**src/rtl/bp_pkg.sv**
```systemverilog
// rtl/bp_pkg.sv - control-kind encodings, sequential-PC and counter helpers for the branch predictor
package bp_pkg;

  localparam logic [1:0] KIND_BR   = 2'd0;
  localparam logic [1:0] KIND_J    = 2'd1;
  localparam logic [1:0] KIND_CALL = 2'd2;
  localparam logic [1:0] KIND_RET  = 2'd3;

  // Bit 31 selects the kernel segment, so the increment must never carry into it
  function automatic logic [31:0] pc_plus4(input logic [31:0] pc);
    return {pc[31], pc[30:0] + 31'd4};
  endfunction

  function automatic int CTR_INIT(input int ctr_w);
    return (1 << (ctr_w - 1)) - 1;
  endfunction

  function automatic int CTR_ALLOC(input int ctr_w);
    return 1 << (ctr_w - 1);
  endfunction

endpackage

```
**src/rtl/bp_ras.sv**
```systemverilog
// rtl/bp_ras.sv - circular return-address stack; a full push overwrites the oldest, an empty pop is ignored
module bp_ras #(
  parameter int DEPTH = 4
) (
  input  logic        clk_i,
  input  logic        rst_ni,
  input  logic        push_i,
  input  logic        pop_i,
  input  logic [31:0] push_data_i,
  output logic [31:0] top_o,
  output logic        empty_o
);

  localparam int PTR_W = (DEPTH > 1) ? $clog2(DEPTH) : 1;
  localparam logic [PTR_W:0] FULL = (PTR_W + 1)'(DEPTH);

  logic [31:0]      mem_q [DEPTH];
  logic [PTR_W-1:0] ptr_q, ptr_d;
  logic [PTR_W-1:0] top_ptr;
  logic [PTR_W:0]   cnt_q, cnt_d;

  // ptr_q names the next free slot; the pointer wraps naturally
  assign top_ptr = ptr_q - 1'b1;
  assign top_o   = mem_q[top_ptr];
  assign empty_o = (cnt_q == '0);

  always_comb begin
    ptr_d = ptr_q;
    cnt_d = cnt_q;
    if (push_i) begin
      ptr_d = ptr_q + 1'b1;
      if (cnt_q != FULL) cnt_d = cnt_q + 1'b1;
    end else if (pop_i && cnt_q != '0) begin
      ptr_d = top_ptr;
      cnt_d = cnt_q - 1'b1;
    end
  end

  always_ff @(posedge clk_i or negedge rst_ni) begin
    if (!rst_ni) begin
      ptr_q <= '0;
      cnt_q <= '0;
      for (int i = 0; i < DEPTH; i++) mem_q[i] <= '0;
    end else begin
      ptr_q <= ptr_d;
      cnt_q <= cnt_d;
      if (push_i) mem_q[ptr_q] <= push_data_i;
    end
  end

endmodule

```
**src/rtl/branch_target_predictor.sv**
```systemverilog
// rtl/branch_target_predictor.sv - BTB with saturating direction counters; zero-cycle lookup, EX-stage training
// Define BTP_RAS_EN to steer return predictions through a bp_ras return stack.
module branch_target_predictor
  import bp_pkg::*;
#(
  parameter int ENTRIES   = 16,
  parameter int CTR_W     = 2,
  parameter int TAG_W     = 8,
  parameter int RAS_DEPTH = 4
) (
  input  logic        clk,
  input  logic        reset,
  input  logic [31:0] lk_pc,
  output logic [31:0] lk_next_pc,
  output logic        lk_taken,
  input  logic        up_valid,
  input  logic [31:0] up_pc,
  input  logic [1:0]  up_kind,
  input  logic        up_taken,
  input  logic [31:0] up_target,
  input  logic        up_pred_taken,
  input  logic [31:0] up_pred_pc,
  output logic        mispredict,
  output logic [31:0] recover_pc,
  output logic [15:0] mp_count
);

  localparam int IDX_W  = $clog2(ENTRIES);
  localparam int TAG_LO = IDX_W + 2;
  localparam logic [CTR_W-1:0] CTR_RST = CTR_W'(CTR_INIT(CTR_W));
  localparam logic [CTR_W-1:0] CTR_NEW = CTR_W'(CTR_ALLOC(CTR_W));
  localparam logic [CTR_W-1:0] CTR_MAX = {CTR_W{1'b1}};

  logic [ENTRIES-1:0] valid_q;
  logic [TAG_W-1:0]   tag_q    [ENTRIES];
  logic [1:0]         kind_q   [ENTRIES];
  logic [CTR_W-1:0]   ctr_q    [ENTRIES];
  logic [31:0]        target_q [ENTRIES];
  logic [15:0]        mp_count_q, mp_count_d;
  logic [CTR_W-1:0]   ctr_d;

  logic [IDX_W-1:0] lk_idx, up_idx;
  logic [TAG_W-1:0] lk_tag, up_tag;
  logic             lk_hit, up_hit;
  logic [31:0]      lk_target;

  assign lk_idx = lk_pc[IDX_W+1:2];
  assign lk_tag = lk_pc[TAG_LO+TAG_W-1:TAG_LO];
  assign up_idx = up_pc[IDX_W+1:2];
  assign up_tag = up_pc[TAG_LO+TAG_W-1:TAG_LO];

  assign lk_hit     = valid_q[lk_idx] && (tag_q[lk_idx] == lk_tag);
  assign up_hit     = valid_q[up_idx] && (tag_q[up_idx] == up_tag);
  assign lk_taken   = lk_hit && (kind_q[lk_idx] != KIND_BR || ctr_q[lk_idx][CTR_W-1]);
  assign lk_next_pc = lk_taken ? lk_target : pc_plus4(lk_pc);

`ifdef BTP_RAS_EN
  logic [31:0] ras_top;
  logic        ras_empty;

  bp_ras #(.DEPTH(RAS_DEPTH)) u_ras (
    .clk_i       (clk),
    .rst_ni      (reset),
    .push_i      (up_valid && up_kind == KIND_CALL),
    .pop_i       (up_valid && up_kind == KIND_RET),
    .push_data_i (pc_plus4(up_pc)),
    .top_o       (ras_top),
    .empty_o     (ras_empty)
  );

  assign lk_target = (kind_q[lk_idx] == KIND_RET && !ras_empty) ? ras_top : target_q[lk_idx];
`else
  localparam int unused_ras_depth = RAS_DEPTH;
  assign lk_target = target_q[lk_idx];
`endif

  assign mispredict = up_valid && ((up_taken != up_pred_taken) ||
                                   (up_taken && up_target != up_pred_pc));
  assign recover_pc = up_taken ? up_target : pc_plus4(up_pc);
  assign mp_count   = mp_count_q;

  always_comb begin
    ctr_d = ctr_q[up_idx];
    if (!up_hit)                                    ctr_d = CTR_NEW;
    else if (up_taken && ctr_q[up_idx] != CTR_MAX)  ctr_d = ctr_q[up_idx] + CTR_W'(1);
    else if (!up_taken && ctr_q[up_idx] != '0)      ctr_d = ctr_q[up_idx] - CTR_W'(1);
  end

  assign mp_count_d = (mispredict && mp_count_q != 16'hFFFF) ? mp_count_q + 16'd1 : mp_count_q;

  // A not-taken miss leaves the slot alone; everything else rewrites it
  always_ff @(posedge clk or negedge reset) begin
    if (!reset) begin
      valid_q    <= '0;
      mp_count_q <= '0;
      for (int i = 0; i < ENTRIES; i++) begin
        tag_q[i]    <= '0;
        kind_q[i]   <= KIND_BR;
        ctr_q[i]    <= CTR_RST;
        target_q[i] <= '0;
      end
    end else begin
      mp_count_q <= mp_count_d;
      if (up_valid && (up_hit || up_taken)) begin
        valid_q[up_idx] <= 1'b1;
        tag_q[up_idx]   <= up_tag;
        kind_q[up_idx]  <= up_kind;
        ctr_q[up_idx]   <= ctr_d;
        if (up_taken) target_q[up_idx] <= up_target;
      end
    end
  end

endmodule
```
**config.mk**
```make
export PLATFORM = sky130hd
export DESIGN_NAME = branch_target_predictor
export DESIGN_NICKNAME = d
export VERILOG_FILES = /design/src/rtl/bp_pkg.sv /design/src/rtl/bp_ras.sv /design/src/rtl/branch_target_predictor.sv
export SDC_FILE = /design/constraint.sdc
export NUM_CORES = 1
export LEC_CHECK = 0
export CORE_UTILIZATION = 60
export DETAILED_ROUTE_END_ITERATION = 8
export PLACE_DENSITY = 0.8
export SETUP_SLACK_MARGIN = 0.3
export SLEW_MARGIN = 20
export SYNTH_ARGS = -nofsm -noshare
export SYNTH_HDL_FRONTEND = slang
export SYNTH_SLANG_ARGS = --single-unit
```
**constraint.sdc**
```tcl
create_clock -name clk -period 7.95 [get_ports clk]
set_input_delay 0.795 -clock clk [delete_from_list [all_inputs] [get_ports clk]]
set_output_delay 0.795 -clock clk [all_outputs]
set_load 0.02 [all_outputs]
```
# [Word level (Yosys, flattened, before mapping)]
# Index checks and enable logic that the tools add are counted.
[word_totals] word_cells=143 reg_bits=736 out_inout_bits=82
[classes] mux=39 n_addsub=5 bitwise_logic=3 n_reduce_logical=18 n_lt_le_gt_ge=6 n_eq_ne=6
[ops] op="$bwmux W512" n=1
[ops] op="$mux W32" n=5
[ops] op="$bmux W32 S4" n=1
[ops] op="$bwmux W128" n=1
[ops] op="$demux W32 S4" n=1
[ops] op="$bmux W8 S4" n=2
[ops] op="$bwmux W32" n=2
[ops] op="$add A31 B3 Y31 const B" n=2
[ops] op="$mux W8" n=5
[ops] op="$demux W8 S4" n=1
[ops] op="$ne A32 B32 Y1" n=1
[ops] op="$bmux W2 S4" n=3
[ops] op="$mux W2" n=10
[ops] op="$add A16 B1 Y16 const B" n=1
[ops] op="$eq A8 B8 Y1" n=2
[ops] op="$ne A16 B16 Y1 const B" n=1
[ops] op="$or A16 B16 Y16" n=1
[ops] op="$logic_and A1 B1 Y1" n=11
[ops] op="$ge A5 B5 Y1 const B" n=2
[ops] op="$lt A4 B5 Y1 const B" n=2
[ops] op="$not A4 Y5" n=2
[ops] op="$bmux W1 S4" n=2
[ops] op="$demux W2 S4" n=1
[ops] op="$lt A5 B1 Y1 const B" n=1
[ops] op="other kinds (11)" n=16

# [Logic depth before layout (Yosys ltp)]
# Gate-level depths: netlist of run 1.
[logic_depth] depth_word=10 ltp_mapped=17

# [Worst setup path before layout of run 1]
# No wires, ideal clock.
[synth_timing] path_kind="input to output" start="input lk_pc[2]" end="output lk_next_pc[27]" cell_stages=9 slack_ns=3.588 n_path_buf=6 arrival_time_ns=3.567 path_cell_list="buf_2 -> buf_4 -> buf_2 -> buf_2 -> buf_2 -> buf_1 -> mux4_2 -> mux4_2 -> mux2_2"
[synth_between] elab_chain_cells=8 elab_cells_between_ends=22
[synth_rtl] element="start: declaration" line="branch_target_predictor.sv:13" rtl="input logic [31:0] lk_pc,"
[synth_rtl] element="$not A4 Y5 (not written as such)" line="branch_target_predictor.sv:52, branch_target_predictor.sv:54, branch_target_predictor.sv:74"
[synth_rtl] element="$bmux W8 S4 or $bmux W2 S4 (tied branches)" line="branch_target_predictor.sv:52, branch_target_predictor.sv:54"
[synth_rtl] element="$mux W8 (not written as such) or $mux W2 (tied branches) (2 in a row)" line="branch_target_predictor.sv:52, branch_target_predictor.sv:54"
[synth_rtl] element="$eq A8 B8 Y1 or $reduce_bool A2 Y1 (tied branches)" line="branch_target_predictor.sv:52, branch_target_predictor.sv:54"
[synth_rtl] element="$logic_and A1 B1 Y1 or $logic_or A1 B1 Y1 (tied branches)" line="branch_target_predictor.sv:52, branch_target_predictor.sv:54"
[synth_rtl] element="$logic_and A1 B1 Y1" line="branch_target_predictor.sv:54" rtl="assign lk_taken = lk_hit && (kind_q[lk_idx] != KIND_BR || ctr_q[lk_idx][CTR_W-1]);"
[synth_rtl] element="$mux W32 (*)" line="branch_target_predictor.sv:55" rtl="assign lk_next_pc = lk_taken ? lk_target : pc_plus4(lk_pc);"
[synth_rtl] element="end: declaration" line="branch_target_predictor.sv:14" rtl="output logic [31:0] lk_next_pc,"
# Every way passes the cells marked *; elsewhere a longest branch is shown, timed or not. The select of a mux whose other input is x is not followed.

# [Worst setup path in the final report of run 1]
[layout_timing] start="input lk_pc[3]" end="output lk_next_pc[21]"
# Same word-level chain as after synthesis.

==> summary.md, run 1 <==
| Metric | Value |
|---|---|
| Status | finished, final reports clean |
| Startpoint types | input port |
| Pwr Total | 10500 uW |
| Met1 Wirelength | 40.21 mm |
| Routed Antenna Nets | 0 |
| Critical path endpoint category | primary output |
| Most common cell in the netlist | dfrtp_1 |
| Final setup violation count | 0 |
| Sequential-to-total area share from yosys stat | 0.5004 |
| Port-buffer cells | 216 |
| Cell area after synthesis | 0.03685 mm2 |
| Synth top area share | 0.4890 |
| Leading area contributor after synthesis | dfrtp_1 |
| Worst-path clk slew | 60 ps |
| Syn nets | 2704 |
| Storage element area | 0.01844 mm2 |
| Syn-to-layout area delta | 13.49% |
| Postcts setup bufs | 0 |
| Syn Area/Cell | 14.39 um2 |
| Starting Density | 0.6093 |
| GP Congestion | 0.9282 |
| Row count | 90 |
| First-pass GRT wire length | 155.5 mm |
| WL per Instance | 29.16 um |
| Tot GR Track Use | 0.3328 |
| Worst slew pin tran | 1231 ps |
| Initial antenna violation count | 4 |
| Total Routed Length | 101.8 mm |
| Sinks on Clock Net | 736 |
| Max Cap Viol | 0 |
| Synth unique cells | 54 |
| Final worst slack | 1876 ps |
| Die ar. | 0.06241 mm2 |
| Worst Skew | 29.51 ps |
| H-tree depth | 3 |
| Detailed-route DRC error count | 0 |
| Main flop type after synthesis | dfrtp_1 |
| Die Span Y | 249.8 um |
| Area of the multi-input gates | 0.01738 mm2 |
| Syn Inst Count | 2561 |
| Final period util | 0.7640 |
| Yosys reg bits | 736 |
| # IOs | 217 |
| Top Layer Used | met5 |
| Place WS | 1949 ps |
| Chip Width | 249.8 um |
| Resized Gates After CTS | 0 |
| LEAKAGE | 0.01777 uW |
| Clock Latency Late Sink | 630 ps |
| Yosys warning total | 0 |
| Vias in the first global route | 25.08k |
| Clk buf depth | 3 |
| Hold crit path type | in2async |
| Crit-path slowest cell | buf_6 |
| Worst slew margin | 0.1790 |
| IR drop worst, VDD | 0.2046 mV |
| Via Count | 23.35k |
| Worst Path Required | 7150 ps |
| Endpoints failing hold | 0 |
| Crit-path max FO | 77 |
| Cell family with most CP delay | buffers and inverters |
| Average via count per standard cell | 6.691 |
| Largest cells by area after synthesis | dfrtp_1 49%, mux2_2 19%, mux4_2 14% |
| CP Cell Sequence | buf_6 > mux4_2 > nor2b_1 > a211oi_1 > a21oi_1 > xnor2_1 > nand4_1 > nor3_4 > buf_4 > mux2_2 > clkdlybuf4s50_1 |
| Critical path class | in2out |
| Final #Nets | 2796 |
| Root buffer cell | clkbuf_16 |
| CTS Buf Count | 78 |
| TritonCTS clock tree | yes |
| Most frequent cells after synthesis | 720 x dfrtp_1, 633 x mux2_2, 230 x mux4_2, 148 x clkbuf_1, 82 x mux2_1 |
| RSZ-0062 raised after global routing | no |
| Hpwl dp | 62.39 mm |
| CP max stage delay | 700 ps |
| Achievable Freq | 0.1646 GHz |
| 1st-iter DRT viols | 2142 |
| Fillcell total | 3963 |
| Hold buffer count at CTS | 0 |
| Worst EP arrival | 5280 ps |
| Core area | 0.06047 mm2 |
| WL met3 | 7.088 mm |
| CP bufs+invs | 3 |
| GR Overflow Total | 0 |
| Setup TNS | 0 ps |
| DR pass1 iterations | 5 |
| DR WL met2 | 49.90 mm |
| Largest net degree at the start of global routing | 190 |
| PwrDens | 251.0 mW/mm2 |
| Final max-slew violation count | 0 |
| Fraction of layout cells with a size suffix above 1 | 0.3982 |
| Post-synth ARST share | 1.000 |
| Minimum clock period | 6074 ps |
| EDFF count, synth | 0 |
-- logic make-up (layout without fill, tap and decap cells) --
kind of cell             after synthesis  after routing  share of synthesized area
flip-flops                           736            736                     0.5004
buffers and inverters                273            417                    0.03178
adder cells (fa/ha/maj)                8              8                   0.002717
AO/OA/AOI/OAI                        152            152                    0.02863
multiplexers                         979            979                     0.3683
AND/OR/NAND/NOR                      277            277                    0.03579
XOR/XNOR                             136            136                    0.03233
other                                  0              3                          0
-- cells in the final DEF, fill, tap and decap left out, types with 10 or more instances in the layout --
| cell type | synthesis | layout |
|---|---|---|
| dfrtp_1 | 720 | 720 |
| and3_1 | 16 | 16 |
| nor2_4 | 0 | 14 |
| o22ai_2 | 12 | 11 |
| xor2_1 | 63 | 63 |
| o21ai_0 | 65 | 65 |
| a2bb2oi_1 | 12 | 12 |
| nand4_1 | 18 | 18 |
| clkbuf_8 | 0 | 10 |
| xnor2_1 | 73 | 73 |
| nor2b_1 | 10 | 10 |
| clkdlybuf4s50_1 | 0 | 207 |
| mux4_2 | 230 | 230 |
| dfstp_2 | 16 | 16 |
| inv_1 | 25 | 25 |
| nor2_1 | 63 | 49 |
| clkbuf_16 | 0 | 80 |
| nand2_1 | 77 | 75 |
| mux2_2 | 633 | 633 |
| clkinv_2 | 0 | 11 |
| clkbuf_1 | 148 | 23 |
| mux2i_1 | 34 | 34 |
| nand3_1 | 57 | 57 |
| mux2_1 | 82 | 82 |
| buf_4 | 23 | 41 |
-- sequential cells by signal, indices dropped and copies added (netlist names) --
name / flops
ctr_q: 32
valid_q: 16
kind_q: 32
target_q: 512
tag_q: 128
mp_count: 16
-- where the power goes --
part | total [uW] | switching [uW] | internal, uW
clock | 3480 | 1470 | 2000
combinational | 2050 | 858 | 1190
sequential | 4970 | 469 | 4500
-- cell type report --
class | count | share of cell area
clock buffers | 113 | 0.05323
diodes | 3 | 0.0001795
inverters | 26 | 0.002334
repair buffers | 259 | 0.06026
flip-flops and latches | 736 | 0.4409
clock inverters | 19 | 0.004159
well taps | 782 | 0.02340
multi-input cells | 1552 | 0.4155
-- through the flow --
stage | instances | util | cell area (um2) | hold slack [ps]
3_5_place_dp | 3353 | 0.6509 | 39360 | 470.5
4_1_cts | 3485 | 0.6906 | 41760 | 290.1
3_3_place_gp | 3353 | 0.6508 | 39360 | 459.6
6_report | 3490 | 0.6915 | 41820 | 226.8
5_1_grt | 3489 | 0.6915 | 41810 | 298.8
2_1_floorplan | 2561 | - | 36850 | 446.6
-- worst register-to-register path, cell delays in order, from the launching register on --
cell and delay [ps]:
dfrtp_1 420, mux4_2 480, mux2i_1 180, xor2_1 320, nand3_1 140, a21boi_2 280, nand3_2 740, o22ai_1 980
buf_4 350, mux2_2 360
-- worst paths after layout --
check                           from        endpoint  slack [ps]  cells after the start
min                            reset       tag_q[84]         230                      1
min reg2reg                ctr_q[24]       ctr_q[24]         480                      2
min in group clk           ctr_q[24]       ctr_q[24]         480                      2
max                         lk_pc[3]  lk_next_pc[21]        1880                     11
max reg2reg                tag_q[82]       tag_q[57]        3580                      9
max in group asynchronous      reset    target_q[77]        5690                      3
-- per-layer routing --
layer,up-vias,GRT usage
met5,-,0
met2,1028,0.5368
li1,9601,-
met4,2,0.1552
met1,12460,0.4468
met3,258,0.05298
No activity file was read; power rests on OpenSTA's default activity.
==> run 2, diff against run 1 <==
CORE_UTILIZATION = 54   (was 60)
PLACE_DENSITY = 0.76   (was 0.8)
clock period = 5 ns   (was 7.95 ns; I/O delays follow)
==> summary.md, run 2 (same netlist as run 1, synthesis figures left out) <==
| Metric | Value |
|---|---|
| Vias in the first global route | 25.25k |
| GR Overflow Total | 0 |
| Average via count per standard cell | 6.419 |
| CTS Buf Count | 78 |
| Commonest non-fill, non-tap cell in the layout | dfrtp_1 |
| Internal power | 12500 uW |
| Via Count | 23.45k |
| Violated checks | hold timing |
| Worst EP arrival | 4020 ps |
| Placed cell count | 3510 |
| Crit-path max FO | 22 |
| Worst-path clk slew | 60 ps |
| Final setup violation count | 0 |
| Initial antenna violation count | 3 |
| Final period util | 0.9038 |
| Starting Density | 0.5467 |
| Tot GR Track Use | 0.3055 |
| Worst slew margin | 0.3472 |
| Clock Latency Late Sink | 620 ps |
| Port-buffer cells | 216 |
| Setup TNS | 0 ps |
| Most frequent cells in the layout | 720 x dfrtp_1, 633 x mux2_2, 230 x mux4_2, 207 x clkdlybuf4s50_1, 89 x buf_4 |
| Status | complete, but fails checks |
| Clk network pwr share | 0.342 |
| Total Routed Length | 104.2 mm |
| Top Registers | target_q (512), tag_q (128) |
| PwrDens | 396.9 mW/mm2 |
| DR pass1 iterations | 5 |
| Endpoints failing hold | 21 |
| Die ar. | 0.06928 mm2 |
| Row count | 95 |
| GP Congestion | 0.9293 |
| Sinks on Clock Net | 736 |
| Worst Path Required | 4500 ps |
| Detailed-route DRC error count | 0 |
| Max Cap Viol | 0 |
| Critical path class | reg2out |
| # IOs | 217 |
| Switching Share | 0.2636 |
| Reg2reg start | tag_q[38] |
| IR drop worst, VDD | 0.3140 mV |
| Worst slew pin tran | 979.3 ps |
| Largest Register | target_q |
| Hold crit path type | in2async |
| Clk buf depth | 3 |
| Startpoint types | register |
| Critical Path Source | tag_q[95] |
| LEAKAGE | 0.01823 uW |
| Achievable Freq | 0.2213 GHz |
| Final #Nets | 2860 |
| Largest net degree at the start of global routing | 132 |
| Worst Skew | 13.21 ps |
| Critical path endpoint category | primary output |
| RSZ-0062 raised after global routing | no |
| Final max-slew violation count | 0 |
| Max FFs per register | 512 |
| Non-Filler Instances | 3653 |
| Worst hold margin | -26.80 ps |
| Met1 Wirelength | 41.75 mm |
| First-pass GRT wire length | 158.9 mm |
| Hpwl dp | 67.11 mm |
| Postcts setup bufs | 0 |
| Core area | 0.06740 mm2 |
| Comb power frac | 0.194 |
| Minimum clock period | 4519 ps |
| H-tree depth | 3 |
| P_sw | 4473 uW |
| Resized Gates After CTS | 0 |
| Hold buffer count at CTS | 0 |
| Flop pwr share | 0.464 |
| Routed Antenna Nets | 0 |
| DR WL met2 | 51.48 mm |
| Syn-to-layout area delta | 16.02% |
| WL met3 | 6.513 mm |
| Root buffer cell | clkbuf_16 |
| Chip Width | 263.2 um |
| TritonCTS clock tree | yes |
| Top Layer Used | met5 |
| Die Span Y | 263.2 um |
| 1st-iter DRT viols | 2082 |
| WL per Instance | 28.52 um |
| Fraction of layout cells with a size suffix above 1 | 0.4147 |
## run 2: cell count changes in the layout (fill, tap and decap cells not counted), moves of 2 or more
cell,change
clkbuf_8,+6
buf_12,+18
clkbuf_1,-4
bufinv_16,+2
buf_4,+48
o21ai_1,+2
o21ai_2,-2
clkinv_2,+5
## run 2: path summary, 6_finish.rpt
path / to / slack [ps] / cells after the start
worst max-delay path: lk_next_pc[25] / 480 / 9
worst min-delay path: tag_q[113] / -30 / 1
worst max register to register: ctr_q[13] / 1430 / 8
worst min register to register: ctr_q[4] / 480 / 2
max in group asynchronous: target_q[449] / 3670 / 2
min in group clk: ctr_q[4] / 480 / 2
## run 2: metal layers
layer / global-route usage / up-vias
li1: - / 9735
met1: 0.4077 / 12580
met2: 0.5003 / 936
met3: 0.04508 / 198
met4: 0.1355 / 2
met5: 0 / -
## run 2: power by group through the flow
stage | Clock [uW] | Sequential [uW] | Combinational, uW
2_1_floorplan | 0 | 7700 | 2330
3_3_place_gp | 0 | 7830 | 3160
3_5_place_dp | 0 | 7940 | 3280
4_1_cts | 5870 | 7850 | 3310
5_1_grt | 6100 | 8000 | 3520
6_report | 5800 | 7880 | 3300
## run 2: area by class of cell
type / instances / area (um2)
Antenna cell: 2 / 5.005
Timing Repair Buffer: 323 / 3202
Clock inverter: 25 / 242.7
Multi-Input combinational cell: 1552 / 17350
Inverter: 26 / 97.59
Tap cell: 873 / 1092
Clock buffer: 116 / 2318
Sequential cell: 736 / 18440
Fill cell: 4759 / 24650
## run 2: through the flow
step | utilization | hold WS, ps | total power (uW) | worst slack, ps | cell area [um2]
final | 0.6343 | -26.80 | 16970 | 481.0 | 42750
after global routing | 0.6343 | 62.34 | 17630 | 307.7 | 42750
after CTS | 0.6342 | 17.07 | 17030 | 456.4 | 42740
after detailed placement | 0.5962 | 466.0 | 11220 | 504.2 | 40180
after global placement | 0.5962 | 462.1 | 10990 | 479.6 | 40180
after floorplan | - | 204.4 | 10030 | 1228 | 36850
## run 2: worst max-delay path, stage by stage (launching register included)
cell,delay [ps]
dfrtp_1,410
mux4_2,480
xor2_1,160
or4_1,510
a21oi_1,140
o21ai_0,180
nor3_4,300
buf_12,270
mux2_2,370
clkdlybuf4s50_1,560
